[config.mk]
export PLATFORM = sky130hd
export DESIGN_NAME = puf_challenge_seq
export DESIGN_NICKNAME = d
export VERILOG_FILES = /design/src/rtl/puf_challenge_seq.sv
export SDC_FILE = /design/constraint.sdc
export NUM_CORES = 1
export LEC_CHECK = 0
export CAP_MARGIN = 20
export CORE_MARGIN = 3
export CORE_UTILIZATION = 49
export CTS_BUF_LIST = sky130_fd_sc_hd__clkbuf_4
export CTS_CLUSTER_SIZE = 16
export DETAILED_ROUTE_END_ITERATION = 8
export GPL_TIMING_DRIVEN = 0
export HOLD_SLACK_MARGIN = 0.15
export PLACE_DENSITY_LB_ADDON = 0.12
export RECOVER_POWER = 100
export SLEW_MARGIN = 20
export SYNTH_ARGS = -nofsm -noshare
export SYNTH_HDL_FRONTEND = slang
export SYNTH_SLANG_ARGS = --single-unit
export TNS_END_PERCENT = 20
[constraint.sdc]
create_clock -name clk -period 2.6 [get_ports clk]
set_input_delay 0.52 -clock clk [delete_from_list [all_inputs] [get_ports clk]]
set_output_delay 0.52 -clock clk [all_outputs]
set_load 0.02 [all_outputs]
[src/rtl/puf_challenge_seq.sv]
// LFSR-driven challenge sequencer for the LSPUF core: drives c/tigSignal, waits for respReady,
// and forwards {c, respBitA, respBits} records over valid/ready. Optional macro: PUF_SEQ_TIMEOUT_EN.
module puf_challenge_seq #(
    parameter int unsigned CHAL_W      = 16,
    parameter int unsigned RA_W        = 10,
    parameter int unsigned RS_W        = 9,
    parameter int unsigned SETTLE_CYC  = 4,
    parameter int unsigned LOW_CYC     = 2,
    parameter int unsigned TIMEOUT_CYC = 1024
) (
    input  logic                        clk,
    input  logic                        rst_n,
    input  logic                        start,
    input  logic [CHAL_W-1:0]           seed,
    input  logic [15:0]                 num_chal,
    output logic [CHAL_W-1:0]           c,
    output logic                        tigSignal,
    input  logic                        respReady,
    input  logic [RA_W-1:0]             respBitA,
    input  logic [RS_W-1:0]             respBits,
    output logic                        rec_valid,
    input  logic                        rec_ready,
    output logic [CHAL_W+RA_W+RS_W-1:0] rec_data,
    output logic                        busy,
    output logic                        done,
    output logic                        timeout_err
);

    localparam int unsigned RecW   = CHAL_W + RA_W + RS_W;
    localparam int unsigned CntMax = (SETTLE_CYC > LOW_CYC) ? SETTLE_CYC : LOW_CYC;
    localparam int unsigned CntW   = $clog2(CntMax + 1);

    // The LFSR taps are hard-wired for a 16-bit challenge.
    if (CHAL_W != 16 || SETTLE_CYC < 1 || LOW_CYC < 1 || TIMEOUT_CYC < 1) begin : g_param_err
        $error("puf_challenge_seq: illegal parameterisation");
    end

    typedef enum logic [2:0] {
        StIdle, StSettle, StTrig, StCapture, StOut, StRelease, StFinish
    } state_e;

    state_e            state_q, state_d;
    logic [CHAL_W-1:0] c_q, c_d;
    logic              tig_q, tig_d;
    logic [15:0]       rem_q, rem_d;
    logic [CntW-1:0]   cnt_q, cnt_d;
    logic              rec_valid_q, rec_valid_d;
    logic [RecW-1:0]   rec_data_q, rec_data_d;
    logic              busy_q, busy_d;
    logic              done_q, done_d;
    logic              terr_q, terr_d;
    logic              rr_meta_q, rr_sync_q;
    logic [CHAL_W-1:0] lfsr_next;

`ifdef PUF_SEQ_TIMEOUT_EN
    localparam int unsigned TmoW = $clog2(TIMEOUT_CYC + 1);
    logic [TmoW-1:0] tmo_q, tmo_d;
`endif

    assign lfsr_next = {c_q[14:0], c_q[15] ^ c_q[13] ^ c_q[12] ^ c_q[10]};

    always_comb begin
        state_d     = state_q;
        c_d         = c_q;
        tig_d       = tig_q;
        rem_d       = rem_q;
        cnt_d       = cnt_q;
        rec_valid_d = rec_valid_q;
        rec_data_d  = rec_data_q;
        done_d      = 1'b0;
        terr_d      = terr_q;
`ifdef PUF_SEQ_TIMEOUT_EN
        tmo_d       = tmo_q;
`endif
        unique case (state_q)
            StIdle: begin
                if (start) begin
                    terr_d = 1'b0;
                    c_d    = (seed == '0) ? CHAL_W'(1) : seed;
                    rem_d  = num_chal;
                    cnt_d  = '0;
                    if (num_chal == 16'd0) begin
                        state_d = StFinish;
                        done_d  = 1'b1;
                    end else begin
                        state_d = StSettle;
                    end
                end
            end
            StSettle: begin
                if (cnt_q == CntW'(SETTLE_CYC - 1)) begin
                    state_d = StTrig;
                    tig_d   = 1'b1;
`ifdef PUF_SEQ_TIMEOUT_EN
                    tmo_d   = '0;
`endif
                end else begin
                    cnt_d = cnt_q + 1'b1;
                end
            end
            StTrig: begin
                if (rr_sync_q) begin
                    state_d = StCapture;
                end
`ifdef PUF_SEQ_TIMEOUT_EN
                else if (tmo_q == TmoW'(TIMEOUT_CYC - 1)) begin
                    terr_d  = 1'b1;
                    tig_d   = 1'b0;
                    state_d = StFinish;
                    done_d  = 1'b1;
                end else begin
                    tmo_d = tmo_q + 1'b1;
                end
`endif
            end
            StCapture: begin
                // Buses are only sampled once the synchronised ready is seen, so they are settled.
                rec_data_d  = {c_q, respBitA, respBits};
                rec_valid_d = 1'b1;
                state_d     = StOut;
            end
            StOut: begin
                if (rec_ready) begin
                    rec_valid_d = 1'b0;
                    tig_d       = 1'b0;
                    rem_d       = rem_q - 16'd1;
                    cnt_d       = '0;
                    state_d     = StRelease;
                end
            end
            StRelease: begin
                if (cnt_q < CntW'(LOW_CYC - 1)) begin
                    cnt_d = cnt_q + 1'b1;
                end else if (!rr_sync_q) begin
                    if (rem_q == 16'd0) begin
                        state_d = StFinish;
                        done_d  = 1'b1;
                    end else begin
                        c_d     = lfsr_next;
                        cnt_d   = '0;
                        state_d = StSettle;
                    end
                end
            end
            StFinish: begin
                state_d = StIdle;
            end
            default: begin
                state_d = StIdle;
            end
        endcase
        busy_d = (state_d != StIdle);
    end

    always_ff @(posedge clk or negedge rst_n) begin
        if (!rst_n) begin
            state_q     <= StIdle;
            c_q         <= '0;
            tig_q       <= 1'b0;
            rem_q       <= '0;
            cnt_q       <= '0;
            rec_valid_q <= 1'b0;
            rec_data_q  <= '0;
            busy_q      <= 1'b0;
            done_q      <= 1'b0;
            terr_q      <= 1'b0;
            rr_meta_q   <= 1'b0;
            rr_sync_q   <= 1'b0;
`ifdef PUF_SEQ_TIMEOUT_EN
            tmo_q       <= '0;
`endif
        end else begin
            state_q     <= state_d;
            c_q         <= c_d;
            tig_q       <= tig_d;
            rem_q       <= rem_d;
            cnt_q       <= cnt_d;
            rec_valid_q <= rec_valid_d;
            rec_data_q  <= rec_data_d;
            busy_q      <= busy_d;
            done_q      <= done_d;
            terr_q      <= terr_d;
            rr_meta_q   <= respReady;
            rr_sync_q   <= rr_meta_q;
`ifdef PUF_SEQ_TIMEOUT_EN
            tmo_q       <= tmo_d;
`endif
        end
    end

    assign c           = c_q;
    assign tigSignal   = tig_q;
    assign rec_valid   = rec_valid_q;
    assign rec_data    = rec_data_q;
    assign busy        = busy_q;
    assign done        = done_q;
    assign timeout_err = terr_q;

endmodule

-- Word level (Yosys, flattened, before mapping)
Index checks and enable logic that the tools add are counted.
- word-level logic and storage cells: 82
- flip-flop bits (word level): 79
- input port bits: 56
- mux-type cells: 35
- reductions and logical operators: 15
- equality and inequality tests: 15
- magnitude comparators: 1
- bitwise gates (word level): 3
- $add $sub $neg: 2
- operators by type and width (kind ; number):
    two-way mux 16 bit ; 7
    one-hot mux 16 bit (2 select lines) ; 2
    logical NOT 16 bit ; 3
    two-way mux 3 bit ; 14
    one-hot mux 3 bit (6 select lines) ; 1
    subtractor 16 x 1 -> 16 bit, second input constant ; 1
    inequality test 2 bit, second input constant ; 7
    one-hot mux 3 bit (4 select lines) ; 1
    equality test 3 x 2 -> 1 bit, second input constant ; 3
    nonzero test 2 bit ; 4
    two-way mux 1 bit ; 7
    equality test 3 bit, second input constant ; 2
    inequality test 3 bit, second input constant ; 2
    one-hot mux 1 bit (2 select lines) ; 3
    AND reduction 3 bit ; 2
    AND reduction 6 bit ; 1
    AND reduction 5 bit ; 1
    nonzero test 4 bit ; 1
    adder 3 x 1 -> 3 bit, second input constant ; 1
    equality test 3 x 1 -> 1 bit, second input constant ; 1
    logical NOT 3 bit ; 1
    less-than comparator 3 x 1 -> 1 bit, second input constant ; 1
    nonzero test 3 bit ; 1
    bitwise XOR 1 bit ; 3
    AND reduction 2 bit ; 1

-- Depth between registers and ports, before layout
Gate-level depths: netlist of the first run.
- depth in word-level cells: 7
- depth in mapped cells: 9
- depth with buffers taken out: 7

-- Worst setup path after synthesis of the first run
No wires, ideal clock.
- path type: flip-flop to flip-flop
- start point: reg rem_q[11]
- end point: reg c_q[10], in the netlist c[10]
- period minus slack after synthesis: 1943 ps
- data arrival time: 1816 ps
- stages on the path, launching flop included: 8
- path slack: 657 ps
- library setup time: 128 ps
- buffers on the path: 2
- path through: dfrtp_1 > nor4_2 > nand4_1 > nand2b_1 > a21o_1 > buf_2 > buf_4 > mux2_1
- word-level cells in the longest chain between the ends: 3
- ends and longest elaborated chain (element ; line ; text):
    from (decl) ; 45 ; logic [15:0] rem_q, rem_d;
    from (signal assigned) ; 176 ; rem_q <= rem_d;
    logical NOT 16 bit ; 135 ; if (rem_q == 16'd0) begin
    inequality test 2 bit (no line) ; -- ;
    AND reduction 5 bit (no line) ; -- ;
    to (signal assigned) ; 158 ; c_q <= '0;
    to (signal assigned) ; 174 ; c_q <= c_d;
    to (decl) ; 43 ; logic [CHAL_W-1:0] c_q, c_d;
No other way between the ends.
A chain may end at the register's enable or synchronous reset.

-- Worst setup path after layout of the first run
- start point: reg state_q[2]
- end point: reg rem_q[10]
- word-level cells in the longest chain between the ends: 3
- ends and longest elaborated chain (element ; line ; text):
    from (decl) ; 42 ; state_e state_q, state_d;
    from (signal assigned) ; 157 ; state_q <= StIdle;
    from (signal assigned) ; 173 ; state_q <= state_d;
    equality test 3 bit / logical NOT 3 bit (equally long branches) ; 75 ; unique case (state_q)
    inequality test 2 bit (no line) / nonzero test 2 bit (equally long branches) ; -- ;
    AND reduction 3 bit (no line) ; -- ;
Parallel ways exist; a longest one is shown, timed or not.

==> results.cfg, run 1 <==
[yosys]
synth-edff-count = 0
synthesis.area_sq_um = 3850
synth_area_leaders = dfrtp_1 51%, mux2_2 17%, mux2_1 3.2%
ys_async_sr_fraction_pct = 100.0
synth_top_area_cell = dfrtp_1
syn_nets = 394
synth_flop_cell = dfrtp_1
synth_area_per_cell_sq_um = 11.53
syn_inst = 334
yosysSeqAreaShare_pct = 51.35
synth.distinct_cells = 50
yosys_register_bits = 79
yosysTopAreaCellShare_pct = 51.35
yosysWarnings = 0

[global_route]
grt.overflow.total = 0
grt_pass1_wl_mm = 15.89
first_global_vias = 3273
antenna_found_initial = 0
grt_max_degree = 58
grt_usage_pct = 22.87

[placed_design]
dp_slack_ps = 213.8
placed_area_sq_um = 5100
port_buffers = 110
place_congestion = 0.8592
hpwl_mm = 7.151

[final_layout]
layout_commonest_cell = dfrtp_1
design_area_sq_um = 5251
antennaDiodeCount = 0
final_cell_mix = 79 x dfrtp_1, 57 x mux2_2, 57 x dlygate4sd3_1, 53 x clkdlybuf4s50_1, 23 x a21oi_1
layout.nets = 517
drive_gt1_share_pct = 18.18
area_delta_synth_final_pct = 36.40

[clock_network]
h-tree-depth = 3
cts.clk_slew.worst_paths_ps = 120
clock_latency_ps = 420
cts_tree = yes
numClockSinks = 79
cts_inserted_buffers = 9
ctsResizeCount = 0
root_buffer = clkbuf_4
clockBufferDepth = 2
post-cts-setup-buffers = 0

[die]
die_h_um = 94.64
die_x_um = 94.64
coreArea_sq_um = 7447
die_area_sq_um = 8957
start_util_pct = 51.70
ios = 112
rows = 31

[power_and_ir_drop]
power_w = 0.006026
p_leak_nw = 2.157
peakVddDrop_v = 0.0006640
p_per_area_nw_per_um2 = 1148

[timing]
finalHoldViolations = 0
slew_violations = 0
setup_viol = 0
worst_pin_slew_ps = 1436
rsz0062_at_grt = no
fin_crit_ps = 2408
fin_setup_tns_ps = 0
fin_crit_sh_pct = 92.62
slew_headroom_pct = 4.266
max_freq_mhz = 415.3
skew_ps = 11.32
setup_ws_ps = 192.0

[setup_path]
start_kind = register
required_ps = 2900
critPathArrivalTime_ps = 2700
critPathCaptureType = register
cp_max_fo = 10
critical_path_class = register to register

[outcome]
status = finished clean

[route]
drcViolationCount = 0
via_count = 3132
drtPass1Iterations = 4
totalWireLength_mm = 9.604
postRouteAntennaNets = 0
wl_per_cell_um = 17.12
vias_per_cell = 5.583
drt-initial-drc-count = 104

[job]
drv_cap = 0

[hold_path]
min_path_type = register to register
## state kept, by name, indices dropped and copies added (netlist names)
| name | cells |
|---|---|
| busy | 1 |
| c | 16 |
| cnt_q | 3 |
| done | 1 |
| rec_data | 35 |
| rec_valid | 1 |
| rem_q | 16 |
| rr_meta_q | 1 |
| rr_sync_q | 1 |
| state_q | 3 |
| tigSignal | 1 |
## area by class of cell
type | instances | area (sq um)
plain buffers | 17 | 73.82
clock buffers | 11 | 82.58
clock inverters | 5 | 82.58
fillers | 549 | 2196
inverters | 6 | 22.52
multi-input cells | 232 | 1757
flip-flops and latches | 79 | 1977
well taps | 99 | 123.9
repair buffers | 112 | 1132
## worst max-delay path, stage by stage, from the launching register on
cell      delay, ps
dfrtp_1         420
clkbuf_1        360
inv_1           190
nor3_2          430
clkbuf_1        440
o21ai_0         160
a21oi_1         210
a21oi_1          70
## cell families after synthesis
kind of cell,synth area share (%)
flip-flops,51.35
AND/OR/NAND/NOR,12.90
AO/OA/AOI/OAI,10.53
other,0.09740
buffers and inverters,2.730
XOR/XNOR,0.6826
multiplexers,20.41
adder cells (fa/ha/maj),1.300
## final timing paths
| path | startpoint | end | slack (ps) | cells past startpoint |
|---|---|---|---|---|
| min | rr_meta_q | rr_sync_q | 370 | 0 |
| min in group asynchronous | rst_n | busy | 950 | 2 |
| max reg2reg | state_q[2] | rem_q[10] | 190 | 7 |
| max in group asynchronous | rst_n | c[15] | 740 | 3 |
| max | state_q[2] | rem_q[10] | 190 | 7 |
| min reg2reg | rr_meta_q | rr_sync_q | 370 | 0 |
## synth_stat cells, types with 2 or more instances
cell	instances
nand2b_1	2
o2bb2ai_1	3
dfrtp_1	79
o22a_1	4
xnor2_1	2
a21o_1	3
nand2_1	13
buf_4	2
mux2_2	57
o211ai_1	2
o32ai_1	2
nand4_1	2
or2_2	2
or3_1	8
nor3_1	8
a2bb2oi_1	2
buf_2	3
a21oi_1	23
ha_1	4
nor2_1	20
nor3b_1	2
a31oi_1	4
nor2b_1	3
nor4_1	11
nand3b_1	5
clkbuf_1	11
o22ai_1	3
inv_1	6
mux2i_1	2
mux2_1	11
o21ai_0	12
nand3_1	5
## what timing repair did
action	in CTS	in global routing
hold endpoints to repair	22	0
hold buffers	1	0
endpoints found under the setup margin	0	0
## power by group
part / internal, W / leakage [nW] / total [W] / switching (W)
Combinational: 0.00143 / 1.13 / 0.00294 / 0.00151
Clock: 0.000414 / 0.0910 / 0.000844 / 0.000430
Sequential: 0.00180 / 0.939 / 0.00224 / 0.000438
## metrics by stage
step / std cells / util [%] / hold slack [ps]
after floorplan: 334 / - / 224.4
after global placement: 543 / 68.15 / 334.9
after detailed placement: 544 / 68.48 / 342.6
after CTS: 561 / 70.83 / 371.8
after global routing: 561 / 70.51 / 384.6
final: 561 / 70.51 / 369.3
## per-layer routing
metal	global-route usage (%)	wire length, um	up-vias
met4	8.053	112	0
li1	-	-	1479
met2	36.99	4655	108
met1	28.25	4048	1536
met5	0	0	-
met3	8.287	788	9
Note: power is estimated with default switching activity, not from simulation.
==> run 2: changes to the inputs <==
- CORE_UTILIZATION: 49 -> 45
- CTS_BUF_LIST: sky130_fd_sc_hd__clkbuf_4 -> sky130_fd_sc_hd__clkbuf_8
==> results.cfg, run 2 (synthesis gave the netlist of run 1 again) <==
[outcome]
status = complete, but fails checks
violations = max-capacitance violations, max-slew violations

[timing]
holdWs_ps = 350.4
fin_setup_tns_ps = 0
finalHoldViolations = 0
max_freq_mhz = 427.5
slew_headroom_pct = -8.218
slew_violations = 28
setup_viol = 0
worst_pin_slew_ps = 1623
fin_crit_sh_pct = 89.98
rsz0062_at_grt = no
fin_crit_ps = 2339
skew_ps = 13.19

[route]
dr_wl_met3_um = 559
via_count = 3083
route.met2.wl_mm = 4.503
maxUsedRoutingLayer = met4
postRouteAntennaNets = 0
drcViolationCount = 0
vias_per_cell = 5.437
drtPass1Iterations = 4
drt-met1-wl_mm = 4.006
totalWireLength_mm = 9.188
drt-initial-drc-count = 112
wl_per_cell_um = 16.20

[job]
drv_cap = 1

[setup_path]
cp_max_fo = 10
r2r_slack_ps = 260
critical_path_class = register to register
start_kind = register
required_ps = 2810
r2r_cells = 7
reg2reg_from = state_q[2]
critPathCaptureType = register
critPathArrivalTime_ps = 2550
rr_endpoint = rem_q[8]

[final_layout]
drive_gt1_share_pct = 17.97
final_cell_mix = 79 x dfrtp_1, 59 x dlygate4sd3_1, 57 x mux2_2, 51 x clkdlybuf4s50_1, 23 x a21oi_1
largest_reg_flops = 35
design_area_sq_um = 5258
layout.nets = 517
antennaDiodeCount = 0
layout_commonest_cell = dfrtp_1
area_delta_synth_final_pct = 36.56

[clock_network]
h-tree-depth = 3
root_buffer = clkbuf_8
cts_inserted_buffers = 9
post-cts-setup-buffers = 0
cts.clk_slew.worst_paths_ps = 90
ctsResizeCount = 0
clockBufferDepth = 2
cts_tree = yes
ctsHoldBuffers = 1
numClockSinks = 79
clock_latency_ps = 340

[power_and_ir_drop]
p_leak_nw = 2.157
peakVddDrop_v = 0.0005905
p_per_area_nw_per_um2 = 1128

[hold_path]
min_path_type = register to register
min_from = rr_meta_q
min_to = rr_sync_q
hold_depth = 0

[global_route]
grt_usage_pct = 19.46
grt_max_degree = 53
antenna_found_initial = 0
grt_pass1_wl_mm = 15.41
grt.overflow.total = 0
first_global_vias = 3162

[die]
start_util_pct = 46.62
ios = 112
die_area_sq_um = 9701
die_x_um = 98.50
rows = 33
die_h_um = 98.50
coreArea_sq_um = 8258

[placed_design]
place_congestion = 0.8777
placed_area_sq_um = 5107
hpwl_mm = 6.858
port_buffers = 110
## run 2: cell count changes in the layout (fill, tap and decap cells not counted), sizes merged, moves of 2 or more
cell and delta:
bufinv -2, clkbuf -2, clkdlybuf4s50 -2, dlygate4sd3 +2, inv +2
## run 2: stage by stage
stage	power (W)	utilization, %	setup WS [ps]	cells
floorplan	0.004030	-	656.7	334
detailed placement	0.005369	61.85	187.8	550
finish	0.005928	63.67	260.6	567
global placement	0.005286	61.55	-1905	549
CTS	0.006182	63.95	269.2	567
global route	0.006353	63.67	55.09	567
## run 2: cell type report
class	count	area, sq um
clock inverters	7	40.04
clock buffers	9	123.9
multi-input cells	232	1757
plain buffers	17	73.82
fillers	676	3000
well taps	105	131.4
inverters	6	22.52
repair buffers	112	1132
flip-flops and latches	79	1977
## run 2: power breakdown
group	internal, W	leakage (nW)	switching (W)	total (W)
clock network	0.000340	0.0904	0.000448	0.000788
registers	0.00181	0.939	0.000426	0.00223
logic	0.00143	1.13	0.00148	0.00291
## run 2: how the worst max path moves through the flow
stage | end | cells after the start | start
5_1_grt | rem_q[8] | 7 | state_q[2]
4_1_cts | c[2] | 7 | rem_q[11]
3_5_place_dp | rem_q[6] | 7 | start
3_3_place_gp | rec_data[34] | 1 | rst_n
2_1_floorplan | c[10] | 7 | rem_q[11]
6_report | rem_q[8] | 7 | state_q[2]
## run 2: critical path, stage by stage, from the launching register on
cell and delay [ps]:
dfrtp_1 410, clkbuf_1 370, inv_1 190, nor3_2 410
clkbuf_1 410, o21ai_0 190, a21oi_1 180, a21oi_1 50
## run 2: per-layer routing
layer	track usage, %	up-vias
met5	0	-
met4	6.723	0
met3	5.237	12
met2	31.93	94
met1	25.03	1504
li1	-	1473
==> run 3: changes to the inputs <==
- RECOVER_POWER: 100 -> 25
==> results.cfg, run 3 (synthesis gave the netlist of run 1 again) <==
[clock_network]
numClockSinks = 79
cts_inserted_buffers = 9
h-tree-depth = 3
ctsHoldBuffers = 1
cts.clk_slew.worst_paths_ps = 80
clock_latency_ps = 340
ctsResizeCount = 0
root_buffer = clkbuf_8
cts_tree = yes
clockBufferDepth = 2
post-cts-setup-buffers = 0

[timing]
fin_crit_ps = 2310
setup_viol = 0
skew_ps = 14.01
slew_headroom_pct = -8.234
finalHoldViolations = 0
max_freq_mhz = 432.9
worst_pin_slew_ps = 1624
fin_crit_sh_pct = 88.85
slew_violations = 28
holdWs_ps = 350.5
rsz0062_at_grt = no

[final_layout]
largest_reg_flops = 35
layout_commonest_cell = clkdlybuf4s50_1
instances_no_fill = 567
layout.nets = 517
final_cell_mix = 108 x clkdlybuf4s50_1, 79 x dfrtp_1, 57 x mux2_2, 23 x a21oi_1, 20 x nor2_1
area_delta_synth_final_pct = 37.08
drive_gt1_share_pct = 18.61
antennaDiodeCount = 0

[placed_design]
dp.cells = 550
port_buffers = 110
hpwl_mm = 6.858
place_congestion = 0.8777

[hold_path]
min_path_type = register to register
hold_depth = 0

[setup_path]
cp_slowest_cell = dfrtp_1
path_cells = nor4_2 > nand4_1 > nand2b_1 > a21o_1 > buf_2 > buf_4 > mux2_1
r2r_cells = 7
cp_max_fo = 10
crit_path_max_incr_delay_ps = 440
required_ps = 2820
critical_path_class = register to register
critPathArrivalTime_ps = 2530
start_kind = register
critPathCaptureType = register

[global_route]
grt_max_degree = 53
first_global_vias = 3162
grt_pass1_wl_mm = 15.41
grt_usage_pct = 19.46
grt.overflow.total = 0
antenna_found_initial = 0

[power_and_ir_drop]
p_leak_nw = 2.148
peakVddDrop_v = 0.0006147
p_per_area_nw_per_um2 = 1157

[route]
totalWireLength_mm = 9.197
via_count = 3072
drcViolationCount = 0
drtPass1Iterations = 4
postRouteAntennaNets = 0
drt-initial-drc-count = 148
wl_per_cell_um = 16.22
vias_per_cell = 5.418

[die]
die_x_um = 98.50
ios = 112
rows = 33
die_h_um = 98.50
coreArea_sq_um = 8258
start_util_pct = 46.62
die_area_sq_um = 9701

[job]
drv_cap = 1

[outcome]
violations = max-capacitance violations, max-slew violations
status = complete, but fails checks
==> run 3: area by class of cell <==
cell class,count,area (sq um)
timing repair buffer,112,1132
tap,105,131.4
buffer,17,82.58
clock buffer,9,123.9
inverter,6,22.52
clock inverter,7,40.04
fill,676,2980
multi-input combinational,232,1768
sequential,79,1977
==> run 3: final timing paths <==
path,start,end,slack (ps)
worst max-delay path,rem_q[11],c[3],290
worst min-delay path,rr_meta_q,rr_sync_q,350
worst max register to register,rem_q[11],c[3],290
worst min register to register,rr_meta_q,rr_sync_q,350
max in group asynchronous,rst_n,rem_q[15],510
min in group asynchronous,rst_n,rem_q[14],1130
==> run 3: where the power goes <==
group / internal [W] / total [W] / switching (W)
combinational: 0.00159 / 0.00307 / 0.00148
clock: 0.000340 / 0.000784 / 0.000444
sequential: 0.00181 / 0.00225 / 0.000447
==> run 3: layer usage <==
metal	routed length (um)	GRT usage, %
met2	4483	31.93
met1	4048	25.03
met3	556	5.237
met5	0	0
met4	108	6.723
==> run 3: worst max-delay path: cells and delay by family, from the launching register on <==
family | cells | cell delay (ps)
AND/OR/NAND/NOR | 3 | 870
buffers and inverters | 2 | 430
multiplexers | 1 | 340
flip-flops | 1 | 440
AO/OA/AOI/OAI | 1 | 130
==> run 3: metrics by stage <==
step / setup WS, ps / setup TNS [ps] / utilization [%] / total power [W] / instance area (sq um)
global route: 92.33 / 0 / 63.91 / 0.006532 / 5278
floorplan: 656.7 / 0 / - / 0.004030 / 3850
global placement: -1905 / -150070 / 61.55 / 0.005286 / 5082
CTS: 269.2 / 0 / 63.95 / 0.006182 / 5281
detailed placement: 187.8 / 0 / 61.85 / 0.005369 / 5107
finish: 289.8 / 0 / 63.91 / 0.006108 / 5278
